<file path="config.mk">
export PLATFORM = sky130hd
export DESIGN_NAME = miner_controller_flat
export DESIGN_NICKNAME = d
export VERILOG_FILES = /design/src/rtl/miner_controller_if.sv /design/src/rtl/miner_controller.sv /design/src/flat_wrapper.sv
export SDC_FILE = /design/constraint.sdc
export NUM_CORES = 1
export LEC_CHECK = 0
export BUFFER_PORTS_ARGS = -buffer_cell sky130_fd_sc_hd__clkbuf_2
export CAP_MARGIN = 20
export CORE_ASPECT_RATIO = 1.1
export CORE_MARGIN = 5
export CORE_UTILIZATION = 45
export DETAILED_ROUTE_END_ITERATION = 10
export PLACE_DENSITY = 0.7
export SLEW_MARGIN = 20
export SYNTH_ARGS = -nofsm -noshare
export SYNTH_HDL_FRONTEND = slang
export SYNTH_SLANG_ARGS = --single-unit
</file>
<file path="constraint.sdc">
create_clock -name clk -period 2.6 [get_ports clk]
set_clock_uncertainty 0.05 [all_clocks]
set_input_delay 0.65 -clock clk [delete_from_list [all_inputs] [get_ports clk]]
set_output_delay 0.65 -clock clk [all_outputs]
set_load 0.03 [all_outputs]
</file>
<file path="src/rtl/miner_controller_if.sv">
// Host, timer and hash-core signals of the mining controller, bundled as one bus.
// master = controller side, slave = environment (host, shift timer, hash core).
interface miner_controller_if #(
    parameter int NONCE_W = 32
);
    logic               start;
    logic               abort;
    logic               midstate_shifts_done;
    logic               remaining_shifts_done;
    logic               hash_done;
    logic               hash_found;
    logic               result_ack;
    logic [2:0]         controller_state;
    logic               shift_enable;
    logic               shift_sel;
    logic               hash_start;
    logic [NONCE_W-1:0] nonce;
    logic               result_valid;
    logic               result_found;
    logic               error;
    logic               busy;

    modport master (
        input  start, abort, midstate_shifts_done, remaining_shifts_done,
               hash_done, hash_found, result_ack,
        output controller_state, shift_enable, shift_sel, hash_start, nonce,
               result_valid, result_found, error, busy
    );

    modport slave (
        output start, abort, midstate_shifts_done, remaining_shifts_done,
               hash_done, hash_found, result_ack,
        input  controller_state, shift_enable, shift_sel, hash_start, nonce,
               result_valid, result_found, error, busy
    );
endinterface

</file>
<file path="src/rtl/miner_controller.sv">
// Sequencing FSM for one mining pass: load midstate, load remaining words,
// sweep nonces on the hash core, then hold the result for the host.
module miner_controller #(
    parameter int                 NONCE_W      = 32,
    parameter logic [NONCE_W-1:0] NONCE_LAST   = {NONCE_W{1'b1}},
    parameter int                 LOAD_TIMEOUT = 32
) (
    input  logic               clk,
    input  logic               rst,
    miner_controller_if.master bus
);
    // Host result handshake: result_valid stays high with nonce/result_found
    // stable until the cycle result_ack is sampled high; it drops on the next cycle.
    typedef enum logic [2:0] {
        IDLE     = 3'b000,
        LOAD_MID = 3'b001,
        LOAD_REM = 3'b010,
        HASH     = 3'b011,
        REPORT   = 3'b100,
        MID_HOLD = 3'b101,
        ERROR    = 3'b111
    } state_t;

    localparam int                DW           = $clog2(LOAD_TIMEOUT) + 1;
    localparam logic [DW-1:0]     TIMEOUT_LAST = DW'(LOAD_TIMEOUT - 1);

    state_t             state, state_next;
    logic [NONCE_W-1:0] nonce, nonce_next;
    logic               found, found_next;
    logic               launch, launch_next;
    logic [DW-1:0]      dwell;
    logic               timeout;
    logic               in_load;

    assign in_load = (state == LOAD_MID) || (state == LOAD_REM);
    assign timeout = in_load && (dwell == TIMEOUT_LAST);

    always_ff @(posedge clk or posedge rst) begin
        if (rst) begin
            state  <= IDLE;
            nonce  <= '0;
            found  <= 1'b0;
            launch <= 1'b0;
            dwell  <= '0;
        end else begin
            state  <= state_next;
            nonce  <= nonce_next;
            found  <= found_next;
            launch <= launch_next;
            // Dwell counts cycles spent in the current load state only.
            if (state_next != state || !in_load) dwell <= '0;
            else                                 dwell <= dwell + 1'b1;
        end
    end

    always_comb begin
        state_next  = state;
        nonce_next  = nonce;
        found_next  = found;
        launch_next = 1'b0;
        if (bus.abort) begin
            state_next = IDLE;
        end else begin
            case (state)
                IDLE: begin
                    if (bus.start) begin
                        state_next = LOAD_MID;
                        nonce_next = '0;
                    end
                end
                LOAD_MID: begin
                    if (timeout)                       state_next = ERROR;
                    else if (bus.midstate_shifts_done) state_next = MID_HOLD;
                end
                MID_HOLD: state_next = LOAD_REM;
                LOAD_REM: begin
                    if (timeout) begin
                        state_next = ERROR;
                    end else if (bus.remaining_shifts_done) begin
                        state_next  = HASH;
                        launch_next = 1'b1;
                    end
                end
                HASH: begin
                    // hash_done may coincide with hash_start; it is processed either way.
                    if (bus.hash_done) begin
                        if (bus.hash_found) begin
                            state_next = REPORT;
                            found_next = 1'b1;
                        end else if (nonce == NONCE_LAST) begin
                            state_next = REPORT;
                            found_next = 1'b0;
                        end else begin
                            nonce_next  = nonce + 1'b1;
                            launch_next = 1'b1;
                        end
                    end
                end
                REPORT: begin
                    if (bus.result_ack) state_next = IDLE;
                end
                ERROR:   state_next = ERROR;
                default: state_next = IDLE;
            endcase
        end
    end

    assign bus.controller_state = state;
    assign bus.shift_enable     = in_load;
    assign bus.shift_sel        = (state == LOAD_REM);
    assign bus.hash_start       = (state == HASH) && launch;
    assign bus.nonce            = nonce;
    assign bus.result_valid     = (state == REPORT);
    assign bus.result_found     = found;
    assign bus.error            = (state == ERROR);
    assign bus.busy             = (state != IDLE) && (state != ERROR);
endmodule

</file>
<file path="src/flat_wrapper.sv">
// flat-port wrapper written by rule: the top's interface ports become plain ports
module miner_controller_flat 
#(
    parameter int                 NONCE_W      = 32,
    parameter logic [NONCE_W-1:0] NONCE_LAST   = {NONCE_W{1'b1}},
    parameter int                 LOAD_TIMEOUT = 32
)
  (clk, rst, bus_start, bus_abort, bus_midstate_shifts_done, bus_remaining_shifts_done, bus_hash_done, bus_hash_found, bus_result_ack, bus_controller_state, bus_shift_enable, bus_shift_sel, bus_hash_start, bus_nonce, bus_result_valid, bus_result_found, bus_error, bus_busy);
  miner_controller_if #(.NONCE_W(NONCE_W)) bus_i ();
  input  logic clk;
  input  logic rst;
  input wire logic [$bits(bus_i.start)-1:0] bus_start;
  input wire logic [$bits(bus_i.abort)-1:0] bus_abort;
  input wire logic [$bits(bus_i.midstate_shifts_done)-1:0] bus_midstate_shifts_done;
  input wire logic [$bits(bus_i.remaining_shifts_done)-1:0] bus_remaining_shifts_done;
  input wire logic [$bits(bus_i.hash_done)-1:0] bus_hash_done;
  input wire logic [$bits(bus_i.hash_found)-1:0] bus_hash_found;
  input wire logic [$bits(bus_i.result_ack)-1:0] bus_result_ack;
  output wire logic [$bits(bus_i.controller_state)-1:0] bus_controller_state;
  output wire logic [$bits(bus_i.shift_enable)-1:0] bus_shift_enable;
  output wire logic [$bits(bus_i.shift_sel)-1:0] bus_shift_sel;
  output wire logic [$bits(bus_i.hash_start)-1:0] bus_hash_start;
  output wire logic [$bits(bus_i.nonce)-1:0] bus_nonce;
  output wire logic [$bits(bus_i.result_valid)-1:0] bus_result_valid;
  output wire logic [$bits(bus_i.result_found)-1:0] bus_result_found;
  output wire logic [$bits(bus_i.error)-1:0] bus_error;
  output wire logic [$bits(bus_i.busy)-1:0] bus_busy;
  assign bus_i.start = bus_start;
  assign bus_i.abort = bus_abort;
  assign bus_i.midstate_shifts_done = bus_midstate_shifts_done;
  assign bus_i.remaining_shifts_done = bus_remaining_shifts_done;
  assign bus_i.hash_done = bus_hash_done;
  assign bus_i.hash_found = bus_hash_found;
  assign bus_i.result_ack = bus_result_ack;
  assign bus_controller_state = bus_i.controller_state;
  assign bus_shift_enable = bus_i.shift_enable;
  assign bus_shift_sel = bus_i.shift_sel;
  assign bus_hash_start = bus_i.hash_start;
  assign bus_nonce = bus_i.nonce;
  assign bus_result_valid = bus_i.result_valid;
  assign bus_result_found = bus_i.result_found;
  assign bus_error = bus_i.error;
  assign bus_busy = bus_i.busy;
  miner_controller #(.NONCE_W(NONCE_W), .NONCE_LAST(NONCE_LAST), .LOAD_TIMEOUT(LOAD_TIMEOUT)) u_core (.clk(clk), .rst(rst), .bus(bus_i));
endmodule
</file>
### Word-level counts from Yosys, hierarchy flattened

Cells that the tools add are included.

| cells by class | value |
|---|---|
| add/subtract/negate cells | 2 |
| multipliers | 0 |
| div/mod/pow operators | 0 |
| order comparisons | 0 |
| equal/unequal tests | 14 |
| shift operators | 0 |
| multiplexer cells | 26 |
| bitwise operators | 1 |
| reduce and logical (&&, ||, !) cells | 12 |

Operator list:

| cell | count |
|---|---|
| $mux W32 | 4 |
| $pmux W32 S2 | 1 |
| $add A32 B1 Y32 const B | 1 |
| $eq A32 B32 Y1 const B | 1 |
| $mux W3 | 10 |
| $pmux W3 S7 | 1 |
| $eq A3 B3 Y1 const B | 3 |
| $mux W1 | 8 |
| $ne A2 B2 Y1 const B | 4 |
| $add A6 B1 Y6 const B | 1 |
| $eq A3 B2 Y1 const B | 2 |
| $eq A6 B5 Y1 const B | 1 |
| $mux W6 | 1 |
| $reduce_and A6 Y1 | 1 |
| $reduce_and A4 Y1 | 1 |
| $reduce_bool A2 Y1 | 2 |
| $eq A3 B1 Y1 const B | 1 |
| $logic_and A1 B1 Y1 | 3 |
| $logic_not A3 Y1 | 1 |
| $ne A3 B3 Y1 | 1 |
| $ne A3 B3 Y1 const B | 1 |
| $reduce_bool A3 Y1 | 1 |
| $logic_or A1 B1 Y1 | 2 |
| $pmux W1 S2 | 1 |
| 2 further kinds | 2 |

| storage, ports and cells | value |
|---|---|
| flip-flop bits (word level) | 43 |
| bits in latches | 0 |
| bits in writable memories | 0 |
| ROM bits | 0 |
| bits of input ports | 9 |
| output and inout bits | 42 |
| word-level logic and storage cells | 60 |
| memories kept | 0 |

### Depth between registers and ports, before layout

Gate-level depths: netlist of run 1.

| depth | value |
|---|---|
| depth after elaboration | 9 |
| mapped depth | 9 |
| depth with buffers taken out | 6 |

### Least setup slack after synthesis of run 1

Ideal clock, no wire load.

| timing path | value |
|---|---|
| path type | reg-to-reg |
| from | register u_core.nonce[9] (netlist: u_core.bus.nonce[9]) |
| to | register u_core.nonce[25] (netlist: u_core.bus.nonce[25]) |
| setup time | 0.078 ns |
| arrival | 2.389 ns |
| data required time | 2.472 ns |
| slack | 0.083 ns |
| stages on the path, launching flop included | 6 |
| buffers on the path | 0 |
| period minus slack after synthesis | 2.517 ns |
| path through | dfrtp_1 > nand4_2 > or4_4 > or4_1 > or4_1 > a21oi_1 |

| on the way | value |
|---|---|
| word-level cells in the longest chain between the ends | 5 |
| elaborated cells between the ends (all ways) | 8 |
| classes of those cells | 1 x add/sub; 2 x eq/ne; 4 x mux; 1 x reduce/logical |

Ends and longest elaborated chain:

| element | RTL line | RTL |
|---|---|---|
| start: declaration | miner_controller.sv:28 | `logic [NONCE_W-1:0] nonce, nonce_next;` |
| start signal: assignment | miner_controller.sv:47 | `nonce <= nonce_next;` |
| $add A32 B1 Y32 | miner_controller.sv:94 | `nonce_next = nonce + 1'b1;` |
| $mux W32 | miner_controller.sv:90 | `end else if (nonce == NONCE_LAST) begin` |
| $mux W32 | miner_controller.sv:87 | `if (bus.hash_found) begin` |
| $mux W32 | miner_controller.sv:86 | `if (bus.hash_done) begin` |
| $pmux W32 S2 | miner_controller.sv:64 | `case (state)` |

Several ways; a longest one is shown, not always the timed one. The select of a mux whose other input is x is not followed.
A chain may end at the register's enable or synchronous reset.

### Final worst setup path of run 1

| timing path | value |
|---|---|
| from | register u_core.nonce[11] (netlist: u_core.bus.nonce[11]) |
| to | register u_core.nonce[25] (netlist: u_core.bus.nonce[25]) |

The elaborated chain is that of the path after synthesis.

==> results by group, run 1 <==
Finish
  – # diodes: 0
  – Final Non-Filler Cells: 440
  – Nets: ~370
  – Number of fill cells: 521
  – P&R area growth vs syn: 23.5%
  – Layout cells sized above 1: approximately a quarter
  – Multi-input logic area: 0.00142 mm²
  – Register area: approximately 0.0011 mm²

Die
  – Initial Util: 45.6%
  – Die height: ~89 µm
  – # IOs: 51
  – Row Count: 29
  – Core area: between 0.005 and 0.006 mm²
  – Die X: a little over 80 µm
  – Die area: about 0.0074 mm²

Critical path
  – Required @ worst endpoint: roughly 2.8 ns
  – Crit end category: flip-flop
  – Crit-path max FO: 5
  – Element type at the critical path start: flip-flop
  – Crit Path Class: reg2reg
  – Worst Path Arrival: about 2.6 ns

Timing
  – Worst rel slew slack: 41.9%
  – Fin. Hold Viols: 0
  – Fmax: a little over 400 MHz
  – Final setup viols: 0
  – Max-slew violation count: 0
  – Final period util: between 90% and 100%
  – RSZ-0062 raised after global routing: no
  – Setup TNS Final: 0 ns
  – Tightest Pin Transition: 0.869 ns
  – Worst Hold Margin: 0.300 ns
  – Clock period minus worst slack: 2.45 ns

Worst hold path
  – Tightest Hold Check Type: in2async

Yosys
  – Synth Area in XOR/XNOR: 2.04%
  – Post-synthesis async set-or-reset flop share: 100%
  – Post-synthesis cell area: approximately 0.0026 mm²
  – Main combinational cell family by area after synthesis: simple AND/OR/NAND/NOR gates
  – Dominant synthesized flop cell: dfrtp_1
  – Syn Area/Cell: 8.66 µm²
  – Adder-cell area share of the yosys netlist: less than 1%
  – Post-synth EDFFs: 0
  – Synthesis Warnings: 0
  – Synth Area in Compound Gates: between 10% and 20%
  – Post-Syn Nets: approximately 300
  – Simple logic cell fraction of the synthesized area: about a third
  – Cell count after synthesis: around 300
  – Cell taking the most area after synthesis: dfrtp_1
  – Distinct cells, synth: between 40 and 50
  – Sequential share of the synthesized area: 41.7%
  – #FFs+latches synth: 43
  – Share of synthesized area spent on multiplexers: 0%
  – Post-synth top area share: approximately two fifths
  – Synth area leaders: dfrtp_1 42%, o31ai_1 7.0%, or4_1 6.7%, nand2_1 4.7%, a21oi_1 4.3%

Power and ir drop
  – Worst VDD drop: approximately 0.00024 V
  – Pleak: 1.41 nW
  – Int Pwr: just over 1 mW
  – Sw power: about 0.34 mW
  – PwrDens: approximately 430 mW/mm²
  – Clock share of power: about two fifths
  – Switch share: 24.7%
  – Reg power frac: between 40% and 50%
  – Combinational share of power: 10.4%

CTS
  – TritonCTS Buffers: 5
  – Clk sink count: 43
  – CTS Root Buffer Type: clkbuf_8
  – CTS tree: yes
  – Clock transition at the registers of the reported paths: roughly 0.08 ns
  – Htree depth: 2
  – Worst skew pair latency: roughly 0.3 ns
  – CTS Hold Buffers Added: 0
  – Clock buffer depth: 2

Drt
  – DR DRC count: 0
  – Top layer in use: met4
  – Avg Vias per Cell: slightly below 6
  – Met3 wire length: roughly 460 µm
  – Drt wl/cell: ~16 µm
  – DRT Pass-1 Iters: 4
  – DR iter-0 viols: 305
  – M1 wire length: between 2 and 3 mm
  – Routed Antenna Nets: 0
  – Via count: between 2,000 and 3,000
  – Total wire length: a little under 7 mm
  – Total length of routed met2 wires: between 3 and 4 mm

Global routing
  – Antenna violations before repair: 0
  – Global-route wire length before repair: between 10 and 15 mm
  – Vias in the first global route: roughly 2,400
  – Grt ovf: 0
  – Largest net degree at the start of global routing: 44
  – Gr usage total: between 20% and 30%

Run status
  – Status: complete, no violations

Place
  – Number of buffers inserted by port buffering: 50
  – Post-DP HPWL: about 5 mm
  – Placed Cells: approximately 430
  – GPL Wtd Cong: 0.911

Run
  – Max-Cap Viols: 0
-- logic make-up after synthesis --
family,count (synthesis)
AND/OR/NAND/NOR,148
flip-flops,43
AO/OA/AOI/OAI,74
buffers and inverters,25
adder cells (fa/ha/maj),2
XOR/XNOR,6
-- metrics by stage --
step	cell area [µm²]	power [mW]	util (%)	worst slack (ns)
floorplan	2580	0.787	-	0.0828
global placement	3070	0.836	54.2	0.199
detailed placement	3070	0.837	54.2	0.182
CTS	3180	1.38	56.2	0.147
global route	3190	1.42	56.3	0.0215
finish	3190	1.37	56.3	0.150
-- path summary, 6_finish.rpt --
check	depth (start not counted)	slack, ns	end	startpoint
max in group asynchronous	3	2.00	u_core.bus.nonce[6]	rst
hold / removal	3	0.30	u_core.dwell[5]	rst
setup reg to reg	5	0.15	u_core.bus.nonce[25]	u_core.bus.nonce[11]
hold reg to reg	1	0.42	u_core.dwell[0]	u_core.dwell[0]
min in group clk	1	0.42	u_core.dwell[0]	u_core.dwell[0]
setup / recovery	5	0.15	u_core.bus.nonce[25]	u_core.bus.nonce[11]
-- power by group through the flow --
stage | clock network, mW | logic (mW) | registers, mW
final | 0.542 | 0.142 | 0.681
after global routing | 0.580 | 0.160 | 0.683
after CTS | 0.553 | 0.144 | 0.681
after detailed placement | 0 | 0.143 | 0.695
after global placement | 0 | 0.141 | 0.695
after floorplan | 0 | 0.0858 | 0.701
-- layout make-up --
cell class | instances | share of cell area, %
clock buffer | 6 | 2.59
tap | 77 | 3.02
sequential | 43 | 33.8
timing repair buffer | 76 | 14.4
clock inverter | 2 | 1.10
multi-input combinational | 230 | 44.4
inverter | 6 | 0.707
-- sequential cells by signal (all words and copies together) (netlist names) --
register                     count
u_core.bus.nonce                32
u_core.dwell                     6
u_core.bus.controller_state      3
u_core.bus.result_found          1
u_core.launch                    1
-- cells in the final DEF, fill, tap and decap left out, types with 2 or more instances in the layout --
cell type / netlist / routed
o41ai_1: 3 / 3
o21ai_0: 3 / 3
o211ai_1: 10 / 10
a2111o_1: 2 / 2
inv_1: 6 / 5
and3_1: 8 / 8
xor2_1: 2 / 2
xnor2_1: 4 / 4
clkbuf_2: 0 / 50
and2_1: 2 / 2
clkbuf_8: 0 / 6
dfrtp_1: 43 / 43
nor2b_1: 4 / 4
o21bai_1: 2 / 2
or4_4: 1 / 2
or4_1: 23 / 22
ha_1: 2 / 2
o31ai_1: 24 / 23
nand3_1: 20 / 20
nand2b_1: 2 / 2
or3_1: 3 / 3
buf_4: 0 / 25
nor2_1: 25 / 25
a21oi_1: 22 / 22
nor4_1: 3 / 3
nand2_1: 32 / 32
nor3_1: 4 / 4
or2_2: 4 / 4
nand4_1: 10 / 10
-- what timing repair did --
| action | 4_1_cts | 5_1_grt |
|---|---|---|
| setup buffers | 0 | 0 |
| gates resized for setup | 0 | 1 |
| endpoints found under the setup margin | 0 | 1 |
-- critical path: stages (launching register included) --
cell,delay [ns]
dfrtp_1,0.43
nand4_2,0.18
or4_4,0.61
or4_1,0.54
or4_1,0.41
a21oi_1,0.15
-- layer usage --
layer	track usage [%]	vias up
met4	4.83	0
li1	-	1265
met1	27.8	1248
met5	0	-
met2	34.3	74
met3	3.33	10
-- Yosys cell counts (all sizes together) (5+ instances only) --
library cell   n
nand2         32
o211ai        10
and3           8
nand4         11
nand3         20
clkbuf        16
a21oi         22
o31ai         24
inv            6
dfrtp         43
or2            5
nor2          25
or4           24
No activity file was read; power rests on OpenSTA's default activity.
==> inputs of run 2 (changes only) <==
--- a/config.mk
+++ b/config.mk
@@ -6,4 +6,5 @@
 export NUM_CORES = 1
 export LEC_CHECK = 0
+export ABC_AREA = 1
 export BUFFER_PORTS_ARGS = -buffer_cell sky130_fd_sc_hd__clkbuf_2
 export CAP_MARGIN = 20
--- a/constraint.sdc
+++ b/constraint.sdc
@@ -3,3 +3,3 @@
 set_input_delay 0.65 -clock clk [delete_from_list [all_inputs] [get_ports clk]]
 set_output_delay 0.65 -clock clk [all_outputs]
-set_load 0.03 [all_outputs]
+set_load 0.02 [all_outputs]
==> results by group, run 2 <==
CTS
  – Post-cts gate resize count: 0 (unchanged)
  – TritonCTS Buffers: 5 (unchanged)
  – CTS tree: yes
  – Clk sink count: 43 (unchanged)
  – Clock transition at the registers of the reported paths: 0.08 ns (about the same)
  – CTS Hold Buffers Added: 0 (unchanged)
  – CTS Root Buffer Type: clkbuf_8
  – Clock buffer depth: 2 (unchanged)
  – Postcts setup bufs: 0 (unchanged)
  – Htree depth: 2 (unchanged)
  – Worst skew pair latency: 0.30 ns (about the same)

Yosys
  – Synth area leaders: dfrtp_1 38%, nand2_1 13%, nor2_1 5.2%, inv_1 5.1%, xor2_1 4.7%
  – Commonest cells post-synth: 97 x nand2_1, 43 x dfrtp_1, 39 x nor2_1, 38 x inv_1, 22 x nand3_1
  – Post-synth top area share: 38.5% (-3.2 points)
  – Dominant synthesized flop cell: dfrtp_1
  – Distinct cells, synth: 34 (-21%)
  – Most frequent cell after synthesis: nand2_1
  – Post-Syn Nets: 386 (+25%)
  – Cell taking the most area after synthesis: dfrtp_1
  – Post-synthesis cell area: 0.00280 mm² (+8.3%)
  – Syn Area/Cell: 7.45 µm² (-14%)
  – Post-synthesis async set-or-reset flop share: 100% (unchanged)
  – Post-synth EDFFs: 0 (unchanged)
  – Sequential share of the synthesized area: 38.5% (-3.2 points)
  – Cell count after synthesis: 375 (+26%)
  – #FFs+latches synth: 43 (unchanged)
  – Synthesis Warnings: 0 (unchanged)

Finish
  – Multi-input logic area: 0.00152 mm² (+7.3%)
  – Max reg flops: 32 (unchanged)
  – Register area: 0.00108 mm² (unchanged)
  – Number of fill cells: 616 (+18%)
  – Final instance area: 0.00324 mm² (+1.5%)
  – P&R area growth vs syn: 15.8%
  – Final Util: 52.9% (-3.4 points)
  – Biggest register: u_core.bus.nonce
  – # diodes: 0 (unchanged)
  – Nets: 441 (+18%)
  – Most common cell after layout, fill and taps aside: nand2_1
  – Layout cells sized above 1: 20.4% (-5.2 points)
  – Most frequent cells in the layout: 97 x nand2_1, 50 x clkbuf_2, 43 x dfrtp_1

Global routing
  – Vias in the first global route: 2,607 (+6.8%)
  – Global-route wire length before repair: 12.2 mm (+3.6%)
  – Antenna violations before repair: 0 (unchanged)
  – Grt ovf: 0 (unchanged)
  – Largest net degree at the start of global routing: 26 (-41%)
  – Gr usage total: 19.2% (-1.4 points)

Timing
  – Worst rel slew slack: 39.4% (-2.5 points)
  – Setup TNS Final: 0 ns (unchanged)
  – RSZ-0062 raised after global routing: no
  – Fin. Hold Viols: 0 (unchanged)
  – Max-slew violation count: 0 (unchanged)
  – Fmax: 445 MHz (+8.9%)
  – Tightest Pin Transition: 0.904 ns (+0.0352 ns)
  – PnR worst setup slack: 0.351 ns (+0.201 ns)
  – Clock period minus worst slack: 2.25 ns (-0.201 ns)
  – Final period util: 86.5% (-7.7 points)
  – Final setup viols: 0 (unchanged)

Place
  – Area of placed instances: 0.00315 mm² (+2.9%)
  – Pre-CTS setup slack: 0.374 ns (+0.192 ns)
  – Post-DP HPWL: 5.77 mm (+13%)
  – GPL Wtd Cong: 0.937 (+2.8%)
  – Number of buffers inserted by port buffering: 50 (unchanged)

Critical path
  – Reg-to-reg endpoint: u_core.bus.nonce[25]
  – Crit end category: flip-flop
  – Required @ worst endpoint: 2.76 ns (-0.02 ns)
  – Element type at the critical path start: flip-flop
  – Worst reg2reg path depth: 12 (+7)
  – Worst Path Arrival: 2.41 ns (-0.22 ns)
  – Crit Path Class: reg2reg
  – Reg2reg start: u_core.bus.nonce[0]
  – Crit-path max FO: 23 (+18)
  – Flop2flop setup slack: 0.35 ns (+0.20 ns)

Die
  – Core area: 0.00612 mm² (+8.1%)
  – Die height: 92.7 µm (+3.6%)
  – Die area: 0.00789 mm² (+7.3%)
  – Initial Util: 45.7% (+0.084 points)
  – Row Count: 30 (+3.4%)
  – Die X: 85.1 µm (+3.6%)
  – # IOs: 51 (unchanged)

Run
  – Max-Cap Viols: 0 (unchanged)

Power and ir drop
  – PwrDens: 386 mW/mm² (-10%)
  – Worst VDD drop: 0.000243 V (+3.4%)
  – Pleak: 1.46 nW (+3.8%)

Drt
  – Total wire length: 7.32 mm (+6.9%)
  – Drt wl/cell: 14.3 µm (-7.9%)
  – Routed Antenna Nets: 0 (unchanged)
  – DRT Pass-1 Iters: 6 (+2)
  – Via count: 2,732 (+5.2%)
  – DR iter-0 viols: 216 (-29%)
  – DR DRC count: 0 (unchanged)
  – Avg Vias per Cell: 5.35 (-9.4%)

Run status
  – Status: complete, no violations

Worst hold path
  – Tightest Hold Check Type: in2async
-- run 2: cell types whose count changed in the layout (fill, tap and decap cells not counted), moves of 10 or more --
cell	delta
nand2_1	+65
inv_1	+32
or4_1	-22
buf_4	-20
nor3_1	+15
nor2_1	+14
xor2_1	+13
o31ai_1	-11
o211ai_1	-10
-- run 2: cells by family after synthesis --
kind of cell	count (synthesis)	share of synthesized area [%]
simple gates	217	37.4
buf+inv	48	7.12
compound gates	44	9.49
flops	43	38.5
xor+xnor	21	6.58
fa+ha+maj	2	0.895
-- run 2: worst max-delay path: stages, from the launching register on --
cell and delay [ns]:
dfrtp_1 0.41, ha_1 0.30, nand2_2 0.11, nor2_4 0.15
nand2_4 0.09, nor2_8 0.15, nand2_4 0.07, nand4_2 0.10
nand2_1 0.06, nand2_1 0.21, buf_4 0.30, nand2_1 0.08
o31ai_1 0.07
-- run 2: power by group --
part	internal, mW	switching (mW)
registers	0.675	0.00886
clock network	0.189	0.224
logic	0.0431	0.108
-- run 2: cell type report --
type	instances	area share, %
clock buffers	7	2.36
repair buffers	56	9.51
multi-input cells	284	47.0
inverters	40	4.64
clock inverters	1	0.155
well taps	80	3.09
flip-flops and latches	43	33.3
-- run 2: worst max-delay path by stage --
stage                                        start  depth (start not counted)                    to
global route                   u_core.bus.nonce[0]                         12  u_core.bus.nonce[18]
global placement               u_core.bus.nonce[0]                         12  u_core.bus.nonce[30]
floorplan           u_core.bus.controller_state[0]                          5        bus_hash_start
CTS                            u_core.bus.nonce[0]                         12  u_core.bus.nonce[14]
detailed placement             u_core.bus.nonce[0]                         12  u_core.bus.nonce[14]
finish                         u_core.bus.nonce[0]                         12  u_core.bus.nonce[25]
-- run 2: layer usage --
layer / up-vias / track usage [%] / part of all wire (%)
met2: 100 / 32.3 / 48
met5: - / 0 / 0
met3: 23 / 4.45 / 7.2
met4: 0 / 8.31 / 3.7
li1: 1346 / - / -
met1: 1263 / 23.4 / 41
-- run 2: per-stage QoR --
stage	std cells	hold WS, ns	total power [mW]
2_1_floorplan	375	0.399	0.804
3_3_place_gp	503	0.418	0.846
3_5_place_dp	503	0.419	0.849
4_1_cts	511	0.380	1.26
5_1_grt	511	0.426	1.31
6_report	511	0.356	1.25
==> inputs of run 3 (changes only) <==
GPL_TIMING_DRIVEN = 1   (was default)
RECOVER_POWER = 100   (was default)
==> results by group, run 3 (synthesis results as in run 2) <==
Worst hold path
  – Tightest Hold Check Type: in2async

Finish
  – Nets: 441 (unchanged)
  – Final Non-Filler Cells: 511 (unchanged)
  – P&R area growth vs syn: 12.9%
  – # diodes: 0 (unchanged)
  – Final Util: 51.6% (-1.3 points)
  – Biggest register: u_core.bus.nonce
  – Most common cell after layout, fill and taps aside: nand2_1
  – Layout cells sized above 1: 9.28% (-11 points)
  – Most frequent cells in the layout: 101 x nand2_1, 44 x clkbuf_1, 43 x dfrtp_1
  – Max reg flops: 32 (unchanged)
  – Final instance area: 0.00316 mm² (-2.5%)
  – Number of fill cells: 650 (+5.5%)

Drt
  – Avg Vias per Cell: 5.31 (-0.70%)
  – Drt wl/cell: 14.4 µm (+0.63%)
  – Total wire length: 7.37 mm (+0.63%)
  – Routed Antenna Nets: 0 (unchanged)
  – DR iter-0 viols: 195 (-9.7%)
  – DR DRC count: 0 (unchanged)
  – Via count: 2,713 (-0.70%)
  – DRT Pass-1 Iters: 4 (-2)

Timing
  – Worst rel slew slack: 38.7% (-0.62 points)
  – Final period util: 88.6% (+2.1 points)
  – Final setup viols: 0 (unchanged)
  – Fin. Hold Viols: 0 (unchanged)
  – RSZ-0062 raised after global routing: no
  – Fmax: 434 MHz (-2.4%)
  – Setup TNS Final: 0 ns (unchanged)
  – Max-slew violation count: 0 (unchanged)
  – Tightest Pin Transition: 0.913 ns (+0.00920 ns)
  – Clock period minus worst slack: 2.30 ns (+0.0544 ns)

Global routing
  – Grt ovf: 0 (unchanged)
  – Vias in the first global route: 2,607 (unchanged)
  – Global-route wire length before repair: 12.2 mm (unchanged)
  – Gr usage total: 19.2% (unchanged)
  – Antenna violations before repair: 0 (unchanged)
  – Largest net degree at the start of global routing: 26 (unchanged)

Die
  – Die area: 0.00789 mm² (unchanged)
  – Die height: 92.7 µm (unchanged)
  – Initial Util: 45.7% (unchanged)
  – Core area: 0.00612 mm² (unchanged)
  – # IOs: 51 (unchanged)
  – Die X: 85.1 µm (unchanged)
  – Row Count: 30 (unchanged)

Power and ir drop
  – Pleak: 1.30 nW (-11%)
  – Worst VDD drop: 0.000240 V (-1.2%)
  – PwrDens: 393 mW/mm² (+2.0%)

Place
  – GPL Wtd Cong: 0.937 (unchanged)
  – Area of placed instances: 0.00315 mm² (unchanged)
  – Number of buffers inserted by port buffering: 50 (unchanged)
  – Post-DP HPWL: 5.77 mm (unchanged)
  – Placed Cells: 503 (unchanged)

CTS
  – CTS Hold Buffers Added: 0 (unchanged)
  – Postcts setup bufs: 0 (unchanged)
  – TritonCTS Buffers: 5 (unchanged)
  – Htree depth: 2 (unchanged)
  – Clock transition at the registers of the reported paths: 0.08 ns (about the same)
  – Worst skew pair latency: 0.30 ns (about the same)
  – Post-cts gate resize count: 0 (unchanged)
  – CTS Root Buffer Type: clkbuf_8
  – CTS tree: yes
  – Clk sink count: 43 (unchanged)
  – Clock buffer depth: 2 (unchanged)

Critical path
  – Flop2flop setup slack: 0.30 ns (-0.05 ns)
  – Crit Path Class: reg2reg
  – Worst reg2reg path depth: 12 (unchanged)
  – Crit-path max FO: 23 (unchanged)
  – Element type at the critical path start: flip-flop
  – Required @ worst endpoint: 2.75 ns (about the same)
  – Worst Path Arrival: 2.46 ns (+0.05 ns)
  – Crit end category: flip-flop
  – Reg-to-reg endpoint: u_core.bus.nonce[14]
  – CP startpoint: u_core.bus.nonce[0]
  – Reg2reg start: u_core.bus.nonce[0]

Run status
  – Status: complete, no violations

Run
  – Max-Cap Viols: 0 (unchanged)
## run 3: per-stage QoR
step | power, mW | setup slack [ns] | hold slack (ns)
floorplan | 0.804 | 0.318 | 0.399
global placement | 0.846 | 0.444 | 0.418
detailed placement | 0.849 | 0.374 | 0.419
CTS | 1.26 | 0.347 | 0.380
global route | 1.30 | 0.0927 | 0.425
finish | 1.24 | 0.296 | 0.356
## run 3: worst max-delay path by stage
stage	endpoint	slack (ns)
6_report	u_core.bus.nonce[14]	0.30
5_1_grt	u_core.bus.nonce[18]	0.09
4_1_cts	u_core.bus.nonce[14]	0.35
3_5_place_dp	u_core.bus.nonce[14]	0.37
3_3_place_gp	u_core.bus.nonce[30]	0.44
2_1_floorplan	bus_hash_start	0.32
## run 3: metal layers
metal  up-vias  GRT usage [%]  wire length, µm
met5         -              0                0
met4         0           8.31              259
met3        22           4.45              479
met2        96           32.3             3550
met1      1253           23.4             3080
li1       1342              -                -
## run 3: worst max-delay path, stage by stage, from the launching register on
cell and delay, ns:
dfrtp_1 0.41, ha_1 0.29, nand2_1 0.14, nor2_4 0.16, nand2_4 0.09, nor2_8 0.13
nand2_1 0.09, nand4_2 0.12, nand2_1 0.06, nand2_1 0.21, buf_4 0.29, nand2_1 0.07
o31ai_1 0.07
## run 3: cell type report
cell class | count | area [µm²] | share of cell area [%]
clock buffers | 7 | 76.3 | 2.42
clock inverters | 1 | 5.00 | 0.159
inverters | 40 | 150 | 4.76
multi-input cells | 284 | 1500 | 47.5
flip-flops and latches | 43 | 1080 | 34.1
well taps | 80 | 100 | 3.17
repair buffers | 56 | 250 | 7.93
## run 3: power breakdown
| group | leakage (nW) | total [mW] | internal [mW] | switching [mW] |
|---|---|---|---|---|
| logic | 0.656 | 0.143 | 0.0386 | 0.105 |
| registers | 0.599 | 0.683 | 0.675 | 0.00843 |
| clock network | 0.0422 | 0.414 | 0.189 | 0.225 |
